===== src/rtl/sosanh_pkg.sv =====
// Shared definitions for the sosanh comparator arbiter.
//   WIDTH_DEF : default operand width in bits
//   state_t   : arbiter FSM state encoding
package sosanh_pkg;

    localparam int unsigned WIDTH_DEF = 4;

    typedef enum logic [1:0] {
        IDLE  = 2'd0,
        GRANT = 2'd1,
        CMP   = 2'd2,
        DONE  = 2'd3
    } state_t;

endpackage


===== src/rtl/sosanh_arbiter_if.sv =====
// Request/result bundle between two requesters and the comparator arbiter.
//   req0/a0/b0, req1/a1/b1 : level requests with their operands
//   gnt0/gnt1, done0/done1 : one-cycle grant / completion pulses
//   gt/lt/eq, busy         : last compare result, arbiter activity
//   master : requester side, slave : arbiter side
interface sosanh_arbiter_if
    import sosanh_pkg::*;
#(
    parameter int unsigned WIDTH = WIDTH_DEF
);

    logic             req0;
    logic [WIDTH-1:0] a0;
    logic [WIDTH-1:0] b0;
    logic             req1;
    logic [WIDTH-1:0] a1;
    logic [WIDTH-1:0] b1;
    logic             gnt0;
    logic             gnt1;
    logic             done0;
    logic             done1;
    logic             gt;
    logic             lt;
    logic             eq;
    logic             busy;

    modport master (
        output req0, a0, b0, req1, a1, b1,
        input  gnt0, gnt1, done0, done1, gt, lt, eq, busy
    );

    modport slave (
        input  req0, a0, b0, req1, a1, b1,
        output gnt0, gnt1, done0, done1, gt, lt, eq, busy
    );

endinterface


===== src/rtl/sosanh.sv =====
// Unsigned magnitude comparator, purely combinational.
//   a, b : operands
//   x    : a > b,  y : a < b,  z : a == b
module sosanh
    import sosanh_pkg::*;
#(
    parameter int unsigned WIDTH = WIDTH_DEF
) (
    input  logic [WIDTH-1:0] a,
    input  logic [WIDTH-1:0] b,
    output logic             x,
    output logic             y,
    output logic             z
);

    assign x = (a > b);
    assign y = (a < b);
    assign z = (a == b);

endmodule


===== src/rtl/sosanh_arbiter.sv =====
// Round-robin arbiter sharing one comparator between two requesters.
//   clk, rst : clock, asynchronous active-high reset
//   bus      : requests/operands in; grants, done pulses, result, busy out
// All outputs are registered and change on the edge that enters a state,
// so gnt is seen in GRANT, the result from CMP on, and done in DONE.
module sosanh_arbiter
    import sosanh_pkg::*;
#(
    parameter int unsigned WIDTH = WIDTH_DEF
) (
    input  logic               clk,
    input  logic               rst,
    sosanh_arbiter_if.slave    bus
);

    state_t           state_q, state_d;
    logic             winner_q, winner_d;
    logic             prefer_q, prefer_d;
    logic [WIDTH-1:0] op_a_q, op_a_d;
    logic [WIDTH-1:0] op_b_q, op_b_d;
    logic             gnt0_q, gnt0_d, gnt1_q, gnt1_d;
    logic             done0_q, done0_d, done1_q, done1_d;
    logic             gt_q, gt_d, lt_q, lt_d, eq_q, eq_d;
    logic             busy_q, busy_d;
    logic             win_c;
    logic             cmp_gt, cmp_lt, cmp_eq;

    // Single shared comparator on the latched operands
    sosanh #(.WIDTH(WIDTH)) u_cmp (
        .a (op_a_q),
        .b (op_b_q),
        .x (cmp_gt),
        .y (cmp_lt),
        .z (cmp_eq)
    );

    // A lone requester wins; on contention the preferred one wins
    assign win_c = (bus.req0 && bus.req1) ? prefer_q : bus.req1;

    // State register
    always_ff @(posedge clk or posedge rst) begin
        if (rst) state_q <= IDLE;
        else     state_q <= state_d;
    end

    // Next-state logic
    always_comb begin
        state_d = state_q;
        case (state_q)
            IDLE:    if (bus.req0 || bus.req1) state_d = GRANT;
            GRANT:   state_d = CMP;
            CMP:     state_d = DONE;
            DONE:    state_d = IDLE;
            default: state_d = IDLE;
        endcase
    end

    // Output / datapath next values, loaded on entry to the next state
    always_comb begin
        winner_d = winner_q;
        prefer_d = prefer_q;
        op_a_d   = op_a_q;
        op_b_d   = op_b_q;
        gnt0_d   = 1'b0;
        gnt1_d   = 1'b0;
        done0_d  = 1'b0;
        done1_d  = 1'b0;
        gt_d     = gt_q;
        lt_d     = lt_q;
        eq_d     = eq_q;
        busy_d   = (state_d != IDLE);
        case (state_q)
            IDLE: begin
                if (bus.req0 || bus.req1) begin
                    winner_d = win_c;
                    gnt0_d   = ~win_c;
                    gnt1_d   = win_c;
                    op_a_d   = win_c ? bus.a1 : bus.a0;
                    op_b_d   = win_c ? bus.b1 : bus.b0;
                end
            end
            GRANT: begin
                gt_d = cmp_gt;
                lt_d = cmp_lt;
                eq_d = cmp_eq;
            end
            CMP: begin
                done0_d = ~winner_q;
                done1_d = winner_q;
            end
            DONE: begin
                // The requester just served loses the next tie
                prefer_d = ~winner_q;
            end
            default: ;
        endcase
    end

    // Output and datapath registers
    always_ff @(posedge clk or posedge rst) begin
        if (rst) begin
            winner_q <= 1'b0;
            prefer_q <= 1'b0;
            op_a_q   <= '0;
            op_b_q   <= '0;
            gnt0_q   <= 1'b0;
            gnt1_q   <= 1'b0;
            done0_q  <= 1'b0;
            done1_q  <= 1'b0;
            gt_q     <= 1'b0;
            lt_q     <= 1'b0;
            eq_q     <= 1'b0;
            busy_q   <= 1'b0;
        end else begin
            winner_q <= winner_d;
            prefer_q <= prefer_d;
            op_a_q   <= op_a_d;
            op_b_q   <= op_b_d;
            gnt0_q   <= gnt0_d;
            gnt1_q   <= gnt1_d;
            done0_q  <= done0_d;
            done1_q  <= done1_d;
            gt_q     <= gt_d;
            lt_q     <= lt_d;
            eq_q     <= eq_d;
            busy_q   <= busy_d;
        end
    end

    assign bus.gnt0  = gnt0_q;
    assign bus.gnt1  = gnt1_q;
    assign bus.done0 = done0_q;
    assign bus.done1 = done1_q;
    assign bus.gt    = gt_q;
    assign bus.lt    = lt_q;
    assign bus.eq    = eq_q;
    assign bus.busy  = busy_q;

endmodule


===== src/flat_wrapper.sv =====
// flat-port wrapper written by rule: the top's interface ports become plain ports
module sosanh_arbiter_flat import sosanh_pkg::*;
#(
    parameter int unsigned WIDTH = WIDTH_DEF
)
  (clk, rst, bus_req0, bus_a0, bus_b0, bus_req1, bus_a1, bus_b1, bus_gnt0, bus_gnt1, bus_done0, bus_done1, bus_gt, bus_lt, bus_eq, bus_busy);
  sosanh_arbiter_if #(.WIDTH(WIDTH)) bus_i ();
  input  logic clk;
  input  logic rst;
  input wire logic [$bits(bus_i.req0)-1:0] bus_req0;
  input wire logic [$bits(bus_i.a0)-1:0] bus_a0;
  input wire logic [$bits(bus_i.b0)-1:0] bus_b0;
  input wire logic [$bits(bus_i.req1)-1:0] bus_req1;
  input wire logic [$bits(bus_i.a1)-1:0] bus_a1;
  input wire logic [$bits(bus_i.b1)-1:0] bus_b1;
  output wire logic [$bits(bus_i.gnt0)-1:0] bus_gnt0;
  output wire logic [$bits(bus_i.gnt1)-1:0] bus_gnt1;
  output wire logic [$bits(bus_i.done0)-1:0] bus_done0;
  output wire logic [$bits(bus_i.done1)-1:0] bus_done1;
  output wire logic [$bits(bus_i.gt)-1:0] bus_gt;
  output wire logic [$bits(bus_i.lt)-1:0] bus_lt;
  output wire logic [$bits(bus_i.eq)-1:0] bus_eq;
  output wire logic [$bits(bus_i.busy)-1:0] bus_busy;
  assign bus_i.req0 = bus_req0;
  assign bus_i.a0 = bus_a0;
  assign bus_i.b0 = bus_b0;
  assign bus_i.req1 = bus_req1;
  assign bus_i.a1 = bus_a1;
  assign bus_i.b1 = bus_b1;
  assign bus_gnt0 = bus_i.gnt0;
  assign bus_gnt1 = bus_i.gnt1;
  assign bus_done0 = bus_i.done0;
  assign bus_done1 = bus_i.done1;
  assign bus_gt = bus_i.gt;
  assign bus_lt = bus_i.lt;
  assign bus_eq = bus_i.eq;
  assign bus_busy = bus_i.busy;
  sosanh_arbiter #(.WIDTH(WIDTH)) u_core (.clk(clk), .rst(rst), .bus(bus_i));
endmodule

===== config.mk =====
export PLATFORM = sky130hd
export DESIGN_NAME = sosanh_arbiter_flat
export DESIGN_NICKNAME = d
export VERILOG_FILES = /design/src/rtl/sosanh_pkg.sv /design/src/rtl/sosanh_arbiter_if.sv /design/src/rtl/sosanh.sv /design/src/rtl/sosanh_arbiter.sv /design/src/flat_wrapper.sv
export SDC_FILE = /design/constraint.sdc
export NUM_CORES = 1
export LEC_CHECK = 0
export CORE_MARGIN = 2
export CORE_UTILIZATION = 45
export CTS_BUF_LIST = sky130_fd_sc_hd__clkbuf_4
export DETAILED_ROUTE_END_ITERATION = 12
export PLACE_DENSITY = 0.76
export SLEW_MARGIN = 25
export SYNTH_ARGS = -nofsm -noshare
export SYNTH_HDL_FRONTEND = slang
export SYNTH_HIERARCHICAL = 1
export SYNTH_SLANG_ARGS = --single-unit

===== constraint.sdc =====
create_clock -name clk -period 1.7 [get_ports clk]
set_input_delay 0.34 -clock clk [delete_from_list [all_inputs] [get_ports clk]]
set_output_delay 0.34 -clock clk [all_outputs]
set_load 0.02 [all_outputs]

* Yosys cells after proc, flatten, opt, wreduce, memory -nomap -nowiden
Index checks and enable logic that the tools add are counted.
Cells by class: add/sub/neg operators 0, multipliers 0, divide/modulo/power cells 0, $lt $le $gt $ge 2, equal/unequal tests 4, shift operators 0, muxes and demuxes 11, bitwise gates (word level) 2, reductions and logical operators 5
Operators with widths (count):
- $mux 4 | 2
- $pmux 2 s4 | 1
- $mux 1 | 7
- $eq 2x2->1 const B | 2
- $eq 4x4->1 | 1
- $gt 4x4->1 | 1
- $lt 4x4->1 | 1
- $eq 2x1->1 const B | 1
- $logic_not 2->1 | 1
- $mux 2 | 1
- $not 1->1 | 2
- $reduce_and 2->1 | 1
- $reduce_bool 2->1 | 1
- $logic_and 1x1->1 | 1
- $logic_or 1x1->1 | 1
Word-level totals: register bits 20, bits in latches 0, RAM bits 0, memory bits (read-only) 0, input bits 20, output and inout port bits 8, word-level logic and storage cells 37, memories 0

* Logic depth before layout (Yosys ltp)
Gate-level depths: netlist of the first run.
word-level depth 5, depth in mapped cells 6, mapped depth without buffers 6

* Hierarchy
Netlist of the first run, hierarchy kept.
Modules (own cells, without submodules):
- sosanh_arbiter | instances 1, cells each 80, area an instance 872.1 um2, seq. area each 500.5 um2
- sosanh | instances 1, cells each 16, area an instance 128.9 um2, seq. area each 0.0 um2

* Worst setup path after synthesis of the first run
OpenSTA, ideal clock, no wires.
kind register to register, from register u_core.op_a_q[3], to register u_core.lt_q, in the netlist u_core/bus.lt, library setup time 0.125 ns, arrival 1.235 ns, data required time 1.575 ns, slack 0.340 ns, stages on the path, launching flop included 6, buffers on the path 0, period minus slack after synthesis 1.360 ns, cells stage by stage dfrtp_1 -> ha_1 -> nand2_1 -> o21bai_4 -> and2_1 -> mux2_2
Between the ends: word-level cells in the longest chain between the ends 1
Ends and longest elaborated chain:
- start: declaration | line sosanh_arbiter.sv:19 | logic [WIDTH-1:0] op_a_q, op_a_d;
- start signal: assignment | line sosanh_arbiter.sv:117 | op_a_q <= op_a_d;
- $lt 4x4->1 | line sosanh.sv:17 | assign y = (a < b);
- named net u_core.cmp_lt | line sosanh_arbiter.sv:26 | logic cmp_gt, cmp_lt, cmp_eq;
- end signal: assignment | line sosanh_arbiter.sv:124 | lt_q <= lt_d;
- end: declaration | line sosanh_arbiter.sv:23 | logic gt_q, gt_d, lt_q, lt_d, eq_q, eq_d;
The timed path passes the listed nets, and every way through them passes these cells. A chain may end at the register's enable or synchronous reset.

* Final worst setup path of the first run
from register u_core.lt_q, in the netlist u_core/bus.lt, to output bus_lt
RTL lines:
- end: declaration | line flat_wrapper.sv:21 | output wire logic [$bits(bus_i.lt)-1:0] bus_lt;
No word-level cell between the ends.

==> summary.md, run 1 <==
| Metric | Value |
|---|---|
| Max-cap violations | `0` |
| Total grt overflow | `0` |
| Mapped Cells | `96` |
| Via count | `820` |
| Multi-input logic area | `454 sq um` |
| First drt pass iteration count | `5` |
| Dpl cell area | `1310 sq um` |
| Slew HR | `71.5%` |
| Setup violations, final | `0` |
| Core Region | `2150 sq um` |
| Clock-pin slew on the worst setup and hold paths | `0.12 ns` |
| LEAKAGE | `0.611 nW` |
| Row count | `17` |
| Worst Setup Path Type | `reg -> out` |
| Share of cells above drive strength 1 | `12.6%` |
| Status | `completed` |
| WL final | `2080 um` |
| CTS root buf | `clkbuf_4` |
| Slowest cell on the critical path | `clkdlybuf4s50_1` |
| Io pins | `28` |
| Crit path capture type | `output port` |
| Number of synthesized flops with an enable pin | `0` |
| Worst clock skew | `0.00594 ns` |
| Syn Nets | `124` |
| Critical Path Source | `u_core/bus.lt` |
| Synth cell types | `24` |
| Fin nets | `156` |
| Max incr delay on CP | `0.60 ns` |
| Avg Cell Area, Syn | `10.4 sq um` |
| Clock Path Buffers | `2` |
| Fillers | `183` |
| Post-route ant nets | `0` |
| Number of global-route vias before repair | `812` |
| DR WL/cell | `13.4 um` |
| Port bufs | `27` |
| Cell family with most CP delay | `buffers and inverters` |
| Power per cell area | `1780 nW/um^2` |
| Post-CTS Setup Inserts | `0` |
| Design Area, Final | `1360 sq um` |
| Tmin final | `1.62 ns` |
| HP Class | `in -> async` |
| RSZ-0062 raised after global routing | `no` |
| Area delta synth->final | `35.6%` |
| DR iter-0 viols | `25` |
| CTS tree | `done` |
| Reg2Reg Launch Point | `u_core/op_b_q[3]` |
| Largest net degree at the start of global routing | `21` |
| Post-CTS Resized | `0` |
| Worst vdd ir | `1.13 mV` |
| Cells along the critical path | `clkdlybuf4s50_1` |
| Required time worst endpoint | `1.36 ns` |
| Clk_lat worst skew | `0.30 ns` |
| FF/Latch Area | `500 sq um` |
| CP Data Arrival Time | `1.28 ns` |
| Mapped cell area | `1000 sq um` |
| Starting density of the core | `46.6%` |
| Drt drc | `0` |
| Setup TNS | `0 ns` |
| Die area | `2620 sq um` |
| TritonCTS Buffers | `3` |
| Antenna diodes | `0` |
| Hold Buf Count CTS | `0` |
| CTS Sinks | `20` |
| Startpoint types | `register` |
| Bufs and invs on worst path | `1` |
| Async SR Flop Fraction | `100%` |
| FF+latch count, synth | `20` |
| Ys flop type | `dfrtp_1` |
| CP max FO | `2` |
| Largest regs | `u_core/op_a_q (4), u_core/op_b_q (4), u_core/state_q (2)` |
| YS warnings | `6` |
| Vias per cell | `5.29` |
| Chip Height | `51.2 um` |
| First-pass GRT wire length | `3510 um` |
| DPL Wire Length | `1560 um` |
| Fmax | `619 MHz` |
| Fin. max-slew vios | `0` |
| Tcrit/Tclk final | `95.0%` |
| Measured slew at the worst slew-check pin | `0.428 ns` |
| Proportion of synthesized chip area in sequential cells | `50.0%` |
| CTS H-Tree Depth | `1` |
| Initial antenna violation count | `0` |
| Final hold vios | `0` |
| Die Span X | `51.2 um` |
| Routability cong. | `0.832` |
| Global Route Usage Sum | `18.0%` |
[final timing paths]
kind	endpoint	slack (ns)	cells after the start
worst max register to register	u_core/bus.lt	0.25	6
worst min register to register	u_core/bus.done0	0.51	1
worst max-delay path	bus_lt	0.08	1
worst min-delay path	u_core/bus.gt	0.34	3
min in group clk	u_core/bus.done0	0.51	1
max in group asynchronous	u_core/prefer_q	1.14	3
[cells in the mapped netlist (2+ instances only)]
| master | count | area (sq um) |
|---|---|---|
| inv_1 | 8 | 30.0 |
| o21ai_0 | 8 | 40.0 |
| ha_1 | 8 | 100 |
| a21oi_1 | 12 | 60.1 |
| a31oi_1 | 8 | 50.1 |
| dfrtp_1 | 20 | 500 |
| nor2_1 | 11 | 41.3 |
| and2_1 | 2 | 12.5 |
| nand2_1 | 2 | 7.51 |
| mux2_2 | 3 | 33.8 |
[metal layers]
metal / vias up / track usage, % / wire [um]
li1: 394 / - / -
met1: 397 / 21.6 / 883
met2: 27 / 32.9 / 1090
met3: 2 / 1.75 / 93
met4: 0 / 6.76 / 16
met5: - / 0 / 0
[final cells by class]
class | count | share of cell area, %
Multi-Input combinational cell | 66 | 33.5
Clock inverter | 1 | 2.21
Inverter | 8 | 2.21
Sequential cell | 20 | 36.9
Clock buffer | 3 | 1.66
Timing Repair Buffer | 29 | 21.0
Tap cell | 28 | 2.58
[placed cells by master, fill, tap and decap left out, types with 3 or more instances in the layout]
| cell type | instances |
|---|---|
| mux2_2 | 3 |
| clkbuf_4 | 3 |
| clkdlybuf4s50_1 | 27 |
| inv_1 | 8 |
| dfrtp_1 | 20 |
| a31oi_1 | 8 |
| o21ai_0 | 8 |
| nor2_1 | 11 |
| ha_1 | 8 |
| a21oi_1 | 12 |
[power breakdown]
part           switching, mW  internal [mW]
clock network          0.150          0.238
logic                  0.596          0.608
registers              0.119          0.700
total                  0.865           1.55
[through the flow]
stage          setup slack [ns]  hold WS [ns]  total power [mW]  utilization [%]  cells
6_report                 0.0843         0.344              2.41             63.2    155
3_5_place_dp             0.0550         0.492              2.04             60.7    151
4_1_cts                  0.0692         0.345              2.43             63.2    155
3_3_place_gp             0.0812         0.481              2.00             60.7    151
5_1_grt                  0.0323         0.348              2.61             63.2    155
2_1_floorplan             0.340         0.304              1.67                -     96
[kinds of logic (layout without fill, tap and decap cells)]
| kind of cell | count (synthesis) | count (layout) | synth area share (%) |
|---|---|---|---|
| fa+ha+maj | 8 | 8 | 10.0 |
| simple gates | 22 | 22 | 11.9 |
| mux | 3 | 3 | 3.37 |
| buf+inv | 10 | 41 | 4.62 |
| flops | 20 | 20 | 50.0 |
| compound gates | 33 | 33 | 20.1 |
Power figures use the tool's default switching activity.
==> run 2: changes to the inputs <==
- PLACE_DENSITY: 0.76 -> 0.88
- REMOVE_ABC_BUFFERS: default -> 1
==> summary.md, run 2 (synthesis results as in run 1) <==
| Metric | Value |
|---|---|
| Worst vdd ir | `0.858 mV (was 1.13 mV)` |
| Chip Height | `51.2 um (unchanged)` |
| Clk_lat worst skew | `0.28 ns (was 0.30 ns)` |
| Core Util, Final | `62.0% (was 63.2%)` |
| Startpoint types | `register (unchanged)` |
| Status | `completed (unchanged)` |
| First-pass GRT wire length | `3570 um (was 3510 um)` |
| Largest net degree at the start of global routing | `21 (unchanged)` |
| DR WL/cell | `14.3 um (was 13.4 um)` |
| Row count | `17 (unchanged)` |
| Total grt overflow | `0 (unchanged)` |
| Initial antenna violation count | `0 (unchanged)` |
| Clock Path Buffers | `2 (unchanged)` |
| CP max FO | `2 (unchanged)` |
| Cell family with most CP delay | `buffers and inverters (unchanged)` |
| CTS tree | `done (unchanged)` |
| WL final | `2220 um (was 2080 um)` |
| DP Worst Slack | `0.0464 ns (was 0.0550 ns)` |
| CTS root buf | `clkbuf_4 (unchanged)` |
| Routability cong. | `0.794 (was 0.832)` |
| Final cell count without fillers | `155 (unchanged)` |
| First drt pass iteration count | `4 (was 5)` |
| Power per cell area | `1720 nW/um^2 (was 1780 nW/um^2)` |
| Setup violations, final | `0 (unchanged)` |
| Post-CTS Setup Inserts | `0 (unchanged)` |
| Cells along the critical path | `clkdlybuf4s50_1 (unchanged)` |
| Dpl cell area | `1310 sq um (unchanged)` |
| Number of global-route vias before repair | `752 (was 812)` |
| DR iter-0 viols | `34 (was 25)` |
| Antenna diodes | `0 (unchanged)` |
| Slew HR | `73.8% (was 71.5%)` |
| Worst Setup Path Type | `reg -> out (unchanged)` |
| Post-route ant nets | `0 (unchanged)` |
| Tcrit/Tclk final | `94.4% (was 95.0%)` |
| Design Area, Final | `1330 sq um (was 1360 sq um)` |
| Core Region | `2150 sq um (unchanged)` |
| CP Data Arrival Time | `1.26 ns (was 1.28 ns)` |
| LEAKAGE | `0.598 nW (was 0.611 nW)` |
| Max incr delay on CP | `0.61 ns (was 0.60 ns)` |
| Drt drc | `0 (unchanged)` |
| Global Route Usage Sum | `18.7% (was 18.0%)` |
| Via count | `822 (was 820)` |
| Hold slack final | `0.371 ns (was 0.344 ns)` |
| Overall power | `2.28 mW (was 2.41 mW)` |
| Starting density of the core | `46.6% (unchanged)` |
| Crit path capture type | `output port (unchanged)` |
| Commonest cells after routing, fill and taps aside | `27 x clkdlybuf4s50_1, 20 x dfrtp_1, 12 x a21oi_1 (unchanged)` |
| Hold Buf Count CTS | `0 (unchanged)` |
| RSZ-0062 raised after global routing | `no (unchanged)` |
| Final hold vios | `0 (unchanged)` |
| M1 WL | `927 um (was 883 um)` |
| Max-cap violations | `0 (unchanged)` |
| Post-CTS Resized | `0 (unchanged)` |
| Met2 wire length | `1140 um (was 1090 um)` |
| Area delta synth->final | `33.0% (was 35.6%)` |
| Measured slew at the worst slew-check pin | `0.393 ns (was 0.428 ns)` |
| Commonest non-fill, non-tap cell in the layout | `clkdlybuf4s50_1 (unchanged)` |
| Bufs and invs on worst path | `1 (unchanged)` |
| Routed wl met3 | `131 um (was 93 um)` |
| Io pins | `28 (unchanged)` |
| Clock-pin slew on the worst setup and hold paths | `0.10 ns (was 0.12 ns)` |
| Die area | `2620 sq um (unchanged)` |
| Placed instance count | `151 (unchanged)` |
| Tmin final | `1.60 ns (was 1.62 ns)` |
| Setup TNS | `0 ns (unchanged)` |
| Fin. max-slew vios | `0 (unchanged)` |
| Final worst slack | `0.0957 ns (was 0.0843 ns)` |
| Required time worst endpoint | `1.36 ns (about the same)` |
| DPL Wire Length | `1730 um (was 1560 um)` |
| Vias per cell | `5.30 (was 5.29)` |
| Port bufs | `27 (unchanged)` |
| CTS H-Tree Depth | `1 (unchanged)` |
| Fin nets | `156 (unchanged)` |
| Slowest cell on the critical path | `clkdlybuf4s50_1 (unchanged)` |
| Worst clock skew | `0.00269 ns (was 0.00594 ns)` |
| Fmax | `623 MHz (was 619 MHz)` |
| CTS Sinks | `20 (unchanged)` |
| Die Span X | `51.2 um (unchanged)` |
| TritonCTS Buffers | `3 (unchanged)` |
| HP Class | `in -> async (unchanged)` |
| Share of cells above drive strength 1 | `11.8% (was 12.6%)` |
| Top Metal Used | `met4 (unchanged)` |
| Largest regs | `u_core/op_a_q (4), u_core/op_b_q (4), u_core/state_q (2) (unchanged)` |
run 2: cell type report:
class / count / area [sq um]
fillers: 180 / 817
flip-flops and latches: 20 / 500
multi-input cells: 66 / 454
repair buffers: 29 / 285
well taps: 28 / 35.0
inverters: 8 / 30.0
clock buffers: 3 / 22.5
clock inverters: 1 / 3.75
run 2: final timing paths:
check	slack [ns]	cells after the start	startpoint	endpoint
max	0.1	1	u_core/bus.lt	bus_lt
min	0.37	3	rst	u_core/bus.eq
max reg2reg	0.21	5	u_core/op_a_q[3]	u_core/bus.lt
min reg2reg	0.49	1	u_core/winner_q	u_core/bus.done0
max in group asynchronous	1.12	3	rst	u_core/op_b_q[1]
min in group clk	0.49	1	u_core/winner_q	u_core/bus.done0
run 2: worst register-to-register path, stage by stage (launching register included):
cell      delay, ns
dfrtp_1        0.41
ha_1           0.30
nand2_1        0.09
o21bai_4       0.18
and2_1         0.14
mux2_2         0.26
run 2: routing by layer:
metal / track usage (%) / up-vias
met3: 1.75 / 2
met1: 24.5 / 394
met5: 0 / -
met4: 5.41 / 0
li1: - / 396
met2: 32.7 / 30
run 2: where the power goes:
group          leakage (nW)  internal, mW  total [mW]  switching [mW]
registers             0.237         0.701       0.830           0.130
clock network        0.0154        0.0852       0.216           0.131
logic                 0.346         0.612        1.24           0.626
total                 0.598          1.40        2.28           0.887
